### src/rtl/game_vga_monitor.sv
// Receive-side VGA timing checker: recovers pixel coordinates from hsync/vsync,
// verifies line/frame timing, locks after a clean frame and counts lit pixels.
module game_vga_monitor #(
    parameter int H_DISPLAY       = 640,
    parameter int H_FRONT         = 16,
    parameter int H_SYNC          = 96,
    parameter int H_BACK          = 48,
    parameter int V_DISPLAY       = 480,
    parameter int V_FRONT         = 10,
    parameter int V_SYNC          = 2,
    parameter int V_BACK          = 33,
    parameter bit SYNC_ACTIVE_LOW = 1'b1,
    parameter int X_WIDTH         = 10,
    parameter int Y_WIDTH         = 10,
    parameter int COUNT_WIDTH     = 19
) (
    input  logic                   clk,
    input  logic                   reset,
    input  logic                   hsync,
    input  logic                   vsync,
    input  logic [2:0]             rgb,
    output logic                   locked,
    output logic                   pixel_valid,
    output logic [X_WIDTH-1:0]     pixel_x,
    output logic [Y_WIDTH-1:0]     pixel_y,
    output logic [2:0]             pixel_rgb,
    output logic                   h_error,
    output logic                   v_error,
    output logic [7:0]             error_count,
    output logic                   frame_done,
    output logic [COUNT_WIDTH-1:0] frame_lit_count
);
    localparam int CW = 12;
    localparam logic [CW-1:0] H_TOTAL_C = CW'(H_DISPLAY + H_FRONT + H_SYNC + H_BACK);
    localparam logic [CW-1:0] V_TOTAL_C = CW'(V_DISPLAY + V_FRONT + V_SYNC + V_BACK);
    localparam logic [CW-1:0] H_SYNC_C  = CW'(H_SYNC);
    localparam logic [CW-1:0] H_VIS0_C  = CW'(H_SYNC + H_BACK);
    localparam logic [CW-1:0] H_VIS1_C  = CW'(H_SYNC + H_BACK + H_DISPLAY);
    localparam logic [CW-1:0] V_VIS0_C  = CW'(V_SYNC + V_BACK);
    localparam logic [CW-1:0] V_VIS1_C  = CW'(V_SYNC + V_BACK + V_DISPLAY);

    typedef enum logic [1:0] {S_SEARCH, S_LINE, S_FRAME, S_LOCKED} state_t;

    logic                   r_hs_q, r_vs_q, r_hs_d, r_vs_d;
    logic [2:0]             r_rgb_q, r_rgb_d;
    logic [CW-1:0]          r_h_cnt, r_v_cnt;
    logic                   r_h_seen, r_v_seen;
    state_t                 r_state, w_state_nx;
    logic                   r_dirty, w_dirty_nx;
    logic                   r_locked, r_pixel_valid, r_h_error, r_v_error, r_frame_done;
    logic [X_WIDTH-1:0]     r_pixel_x;
    logic [Y_WIDTH-1:0]     r_pixel_y;
    logic [2:0]             r_pixel_rgb;
    logic [7:0]             r_err_cnt;
    logic [COUNT_WIDTH-1:0] r_lit, r_frame_lit;

    logic          w_hs_edge, w_hs_fall, w_vs_edge;
    logic          w_h_err, w_v_err, w_vis;
    logic [CW-1:0] w_px, w_py;

    // Stage 1: sync normalised so 1 = asserted; reset history reads as deasserted.
    always_ff @(posedge clk) begin
        if (!reset) begin
            r_hs_q  <= 1'b0;
            r_vs_q  <= 1'b0;
            r_hs_d  <= 1'b0;
            r_vs_d  <= 1'b0;
            r_rgb_q <= 3'b000;
            r_rgb_d <= 3'b000;
        end else begin
            r_hs_q  <= hsync ^ SYNC_ACTIVE_LOW;
            r_vs_q  <= vsync ^ SYNC_ACTIVE_LOW;
            r_hs_d  <= r_hs_q;
            r_vs_d  <= r_vs_q;
            r_rgb_q <= rgb;
            r_rgb_d <= r_rgb_q;
        end
    end

    assign w_hs_edge = r_hs_q & ~r_hs_d;
    assign w_hs_fall = ~r_hs_q & r_hs_d;
    assign w_vs_edge = r_vs_q & ~r_vs_d;

    // r_h_cnt still holds the last sample's count when an edge is seen, hence +1.
    assign w_h_err = (w_hs_edge & r_h_seen & ((r_h_cnt + 12'd1) != H_TOTAL_C)) |
                     (w_hs_fall & ((r_h_cnt + 12'd1) != H_SYNC_C));
    assign w_v_err = w_vs_edge & r_v_seen & ((r_v_cnt + 12'd1) != V_TOTAL_C);

    always_ff @(posedge clk) begin
        if (!reset) begin
            r_h_cnt  <= '0;
            r_v_cnt  <= '0;
            r_h_seen <= 1'b0;
            r_v_seen <= 1'b0;
        end else begin
            if (w_hs_edge)
                r_h_cnt <= '0;
            else if (r_h_cnt != '1)
                r_h_cnt <= r_h_cnt + 12'd1;
            if (w_vs_edge)
                r_v_cnt <= '0;
            else if (w_hs_edge && r_v_cnt != '1)
                r_v_cnt <= r_v_cnt + 12'd1;
            r_h_seen <= r_h_seen | w_hs_edge;
            r_v_seen <= r_v_seen | w_vs_edge;
        end
    end

    always_ff @(posedge clk) begin
        if (!reset) begin
            r_state <= S_SEARCH;
            r_dirty <= 1'b0;
        end else begin
            r_state <= w_state_nx;
            r_dirty <= w_dirty_nx;
        end
    end

    always_comb begin
        w_state_nx = r_state;
        w_dirty_nx = r_dirty;
        case (r_state)
            S_SEARCH: if (w_hs_edge) w_state_nx = S_LINE;
            S_LINE: begin
                if (w_vs_edge) begin
                    w_state_nx = S_FRAME;
                    w_dirty_nx = 1'b0;
                end
            end
            S_FRAME: begin
                if (w_h_err) w_dirty_nx = 1'b1;
                // An h_error on the closing edge belongs to this frame's last line.
                if (w_vs_edge) begin
                    if (!w_v_err && !r_dirty && !w_h_err) w_state_nx = S_LOCKED;
                    w_dirty_nx = 1'b0;
                end
            end
            S_LOCKED: if (w_h_err || w_v_err) w_state_nx = S_LINE;
            default: w_state_nx = S_SEARCH;
        endcase
    end

    assign w_vis = (r_h_cnt >= H_VIS0_C) && (r_h_cnt < H_VIS1_C) &&
                   (r_v_cnt >= V_VIS0_C) && (r_v_cnt < V_VIS1_C);
    assign w_px  = r_h_cnt - H_VIS0_C;
    assign w_py  = r_v_cnt - V_VIS0_C;

    always_ff @(posedge clk) begin
        if (!reset) begin
            r_locked      <= 1'b0;
            r_pixel_valid <= 1'b0;
            r_pixel_x     <= '0;
            r_pixel_y     <= '0;
            r_pixel_rgb   <= 3'b000;
            r_h_error     <= 1'b0;
            r_v_error     <= 1'b0;
            r_err_cnt     <= 8'd0;
            r_frame_done  <= 1'b0;
            r_frame_lit   <= '0;
            r_lit         <= '0;
        end else begin
            r_locked      <= (r_state == S_LOCKED);
            r_pixel_valid <= (r_state == S_LOCKED) && w_vis;
            r_pixel_x     <= w_vis ? X_WIDTH'(w_px) : '0;
            r_pixel_y     <= w_vis ? Y_WIDTH'(w_py) : '0;
            r_pixel_rgb   <= w_vis ? r_rgb_d : 3'b000;
            r_h_error     <= w_h_err;
            r_v_error     <= w_v_err;
            r_frame_done  <= 1'b0;
            if ((w_h_err || w_v_err) && r_err_cnt != 8'hFF)
                r_err_cnt <= r_err_cnt + 8'd1;
            // A frame that ends on a timing error is not reported.
            if (w_vs_edge) begin
                if (r_state == S_LOCKED && !w_h_err && !w_v_err) begin
                    r_frame_lit  <= r_lit;
                    r_frame_done <= 1'b1;
                end
                r_lit <= '0;
            end else if (r_pixel_valid && r_pixel_rgb != 3'b000 && r_lit != '1) begin
                r_lit <= r_lit + COUNT_WIDTH'(1);
            end
        end
    end

    assign locked          = r_locked;
    assign pixel_valid     = r_pixel_valid;
    assign pixel_x         = r_pixel_x;
    assign pixel_y         = r_pixel_y;
    assign pixel_rgb       = r_pixel_rgb;
    assign h_error         = r_h_error;
    assign v_error         = r_v_error;
    assign error_count     = r_err_cnt;
    assign frame_done      = r_frame_done;
    assign frame_lit_count = r_frame_lit;
endmodule

### config.mk
export PLATFORM = sky130hd
export DESIGN_NAME = game_vga_monitor
export DESIGN_NICKNAME = d
export VERILOG_FILES = /design/src/rtl/game_vga_monitor.sv
export SDC_FILE = /design/constraint.sdc
export NUM_CORES = 1
export LEC_CHECK = 0
export CORE_MARGIN = 2
export CORE_UTILIZATION = 50
export CTS_CLUSTER_DIAMETER = 120
export DETAILED_ROUTE_END_ITERATION = 12
export HOLD_SLACK_MARGIN = 0.03
export PLACE_DENSITY_LB_ADDON = 0.3
export RECOVER_POWER = 25
export SLEW_MARGIN = 5
export SYNTH_ARGS = -nofsm -noshare
export SYNTH_HDL_FRONTEND = slang
export SYNTH_SLANG_ARGS = --single-unit
### constraint.sdc
create_clock -name clk -period 2.9 [get_ports clk]
set_input_delay 0.58 -clock clk [delete_from_list [all_inputs] [get_ports clk]]
set_output_delay 0.58 -clock clk [all_outputs]
set_load 0.05 [all_outputs]
==> parameters.txt <==
Parameter                              Value

Outcome
  Outcome ... finished, final reports clean

Final layout
  Final non-filler cell area ... 0.00640 mm^2
  Layout overhead on the synthesized area ... 29.6%
  Layout net count ... 651
  Fraction of layout cells with a size suffix above 1 ... 9.83%
  N_diodes ... 0
  Cell Count, Final, Fillers Out ... 774

Drt
  Total routed wirelength ... 10.7 mm
  First drt pass iteration count ... 5
  Detail-routed via count per cell ... 5.24
  Total number of vias ... 4053
  DRC violations left ... 0
  First-iteration detailed-routing DRC count ... 158
  Average wire length per cell after detail routing ... 13.9 um
  Residual antenna-violating net count after detailed routing ... 0

Power and ir drop
  Leakage component of the power ... 2.38 nW
  Total power per unit cell area ... 602 mW/mm^2
  Worst IR drop on VDD ... 0.581 mV

Logic synthesis
  Post-synthesis sequential area ratio ... 45.8%
  Number of synthesized register bits ... 113
  Share of flip-flops with an asynchronous set or reset ... 0%
  Distinct cell type count of the synthesized netlist ... 52
  Mapped Avg Cell Area ... 8.96 um^2
  Number of nets in the synthesized netlist ... 573
  Dominant register cell in the synthesized netlist ... sky130_fd_sc_hd__dfxtp_1
  Yosys warning count ... 0
  Post-synth design cell area ... 0.00494 mm^2
  Cell count after synthesis ... 551
  Number of enable-type register cells in the synthesized netlist ... 0

Run
  Max-cap violation count ... 0

Clock network
  H-tree levels ... 4
  Clk Tree Root Cell ... sky130_fd_sc_hd__clkbuf_8
  Max Root-Sink Buffers ... 2
  Clock tree from TritonCTS ... yes
  Worst-skew pair later-pin latency ... 520 ps
  Number of buffers created by CTS ... 17
  Sink count of the clock tree ... 113
  CTS clock-pin slew for the worst setup and hold paths ... 50 ps

STA
  Peak Freq ... 357 MHz
  Worst slew margin ... 65.1%
  Setup violations, final ... 0
  Final period utilization ... 96.5%
  Worst Max-Slew Pin Slew ... 522 ps
  Number of endpoints with negative hold slack in the final report ... 0
  Final critical delay including setup and external delays ... 2800 ps
  Final number of max-transition violations ... 0
  Total Neg Setup Slack ... 0 ps
  Largest clock skew in the final design ... 16.5 ps

Floorplanning
  Starting utilization of the core area ... 51.0%
  Top-Level Pins ... 62
  Die span in x ... 103 um
  Rows ... 36
  Core region area ... 0.00968 mm^2
  Vertical die dimension ... 103 um
  Die area ... 0.0107 mm^2

Global routing
  Remaining global-route overflow ... 0
  Global-route usage over all layers ... 21.5%
  Global-route wire length before repair ... 17.8 mm
  Vias in the first global route ... 3843
  Largest net degree at the start of global routing ... 22
  Initial antenna violation count ... 0

Worst setup path
  Setup CP Type ... reg -> reg
  Register-to-register setup slack ... 100 ps
  Longest individual stage delay on the worst path ... 380 ps
  Critical-path cell list ... ha_1, and4_1, or3b_1, a221oi_2, o2111ai_2, a2111oi_4, buf_4, clkbuf_16, mux2i_1, nor2_1
  Startpoint of the worst setup timing path ... r_h_cnt[1]
  Maximum fanout encountered on the critical timing path ... 10
  Data arrival at the endpoint of the critical path ... 3190 ps
  Type of element capturing the critical path ... register
  Worst-path cell with the longest stage delay ... sky130_fd_sc_hd__dfxtp_1
  Critical path launch point type ... register
  Reg-to-Reg End ... frame_lit_count[15]
  Startpoint of the worst register-to-register path ... r_h_cnt[1]
  Critical path required time ... 3290 ps
  Logic depth of the worst register-to-register path ... 10
  Worst Setup EP ... frame_lit_count[15]

Hold path
  Min-Delay Path Class ... reg -> reg

Placement
  Post-DP HPWL ... 7.33 mm
  Routability congestion estimate ... 0.834
  Number of port buffers ... 61
  Placed Instances ... 739
  Placed instance area ... 0.00578 mm^2
-- worst min path at each step --
stage	start	endpoint	slack, ps	cells after the start
2_1_floorplan	r_rgb_d[0]	pixel_rgb[0]	390	2
3_3_place_gp	r_rgb_d[1]	pixel_rgb[1]	400	2
3_5_place_dp	r_rgb_d[0]	pixel_rgb[0]	410	2
4_1_cts	r_rgb_d[0]	pixel_rgb[0]	410	2
5_1_grt	r_rgb_d[0]	pixel_rgb[0]	420	2
6_report	r_rgb_d[0]	pixel_rgb[0]	410	2
-- timing repair --
item | CTS | global route
endpoints found under the hold margin | 0 | 0
setup buffers | 0 | 3
gates resized for setup | 0 | 2
endpoints found under the setup margin | 0 | 24
hold buffers | 0 | 0
-- registers in the layout (all words and copies together), names as in the netlist, 2 cells and up --
| register | count |
|---|---|
| error_count | 8 |
| frame_lit_count | 19 |
| pixel_rgb | 3 |
| pixel_x | 10 |
| pixel_y | 10 |
| r_h_cnt | 12 |
| r_lit | 19 |
| r_rgb_d | 3 |
| r_rgb_q | 3 |
| r_state | 2 |
| r_v_cnt | 12 |
-- placed cells by master, fill, tap and decap left out, types with 10 or more instances in the layout --
cell type,Yosys,layout
sky130_fd_sc_hd__xnor2_1,21,21
sky130_fd_sc_hd__nor3_1,10,10
sky130_fd_sc_hd__inv_1,21,21
sky130_fd_sc_hd__dfxtp_1,113,113
sky130_fd_sc_hd__and2_1,18,12
sky130_fd_sc_hd__nand3_1,19,19
sky130_fd_sc_hd__nand2_1,31,31
sky130_fd_sc_hd__nor2_1,92,92
sky130_fd_sc_hd__ha_1,15,15
sky130_fd_sc_hd__clkbuf_16,0,17
sky130_fd_sc_hd__a21oi_1,26,25
sky130_fd_sc_hd__clkdlybuf4s50_1,0,60
sky130_fd_sc_hd__buf_4,2,20
sky130_fd_sc_hd__o21ai_0,11,11
sky130_fd_sc_hd__mux2i_1,26,26
sky130_fd_sc_hd__xor2_1,20,20
-- routing by layer --
layer,global-route usage (%),vias up,share of wire (%)
met4,8.50,0,1.4
met5,0,-,0
li1,-,2034,-
met2,34.3,102,48
met3,6.45,12,4.8
met1,27.5,1905,46
-- worst max-delay path, delay by kind of cell (launching register included) --
kind,cells,cell delay (ps)
AOI/OAI and AO/OA,3,850
and+or+nand+nor,3,630
buffers and inverters,2,390
DFF,1,380
adders and majority gates,1,240
muxes,1,180
-- area by class of cell --
type                    instances  area (um^2)
multi-input cells             385         2470
inverters                      22         82.6
repair buffers                 90          836
fillers                       787         3290
well taps                     133          166
flip-flops and latches        113         2260
clock buffers                  21          449
clock inverters                10          135
-- power by group --
group	internal, W	switching, W
sequential	0.00158	0.0000288
clock	0.00134	0.000678
combinational	0.0000889	0.000132
total	0.00301	0.000838
-- through the flow --
| step | hold slack [ps] | utilization (%) | setup WS (ps) | total power, W |
|---|---|---|---|---|
| finish | 409 | 66.1 | 102 | 0.00385 |
| global route | 425 | 66.1 | -32.2 | 0.00401 |
| CTS | 411 | 65.7 | 43.6 | 0.00388 |
| detailed placement | 405 | 59.7 | 68.9 | 0.00186 |
| global placement | 397 | 59.7 | 158 | 0.00185 |
| floorplan | 394 | - | 94.6 | 0.00179 |
-- Yosys cell counts (all sizes together), types with 5 or more instances --
cell type / instances / share of area, %
dfxtp: 113 / 46
nand3: 19 / 1.9
nor2b: 8 / 1.0
a21oi: 26 / 2.6
nor4: 7 / 1.0
nand2: 31 / 2.4
and4: 5 / 0.89
ha: 15 / 3.8
nor3: 10 / 1.0
or3: 8 / 1.0
xnor2: 21 / 3.7
xor2: 20 / 3.5
o21ai: 11 / 1.1
nor2: 92 / 7.0
and3: 9 / 1.1
mux2i: 26 / 5.3
nand2b: 9 / 1.1
clkbuf: 22 / 1.7
inv: 22 / 1.7
and2: 18 / 2.3
nand4: 10 / 1.6
buf: 9 / 1.2
o31ai: 5 / 0.76
-- cells by family (layout without fill, tap and decap cells) --
logic type	after synthesis	in the layout	synth area share (%)
AOI/OAI and AO/OA	67	67	9.17
xor gates and xnor gates	41	41	7.27
adders and majority gates	15	15	3.80
buffers and inverters	53	143	4.59
DFF	113	113	45.8
muxes	27	27	5.50
and+or+nand+nor	235	235	23.9
(Power assumes the default switching activity.)
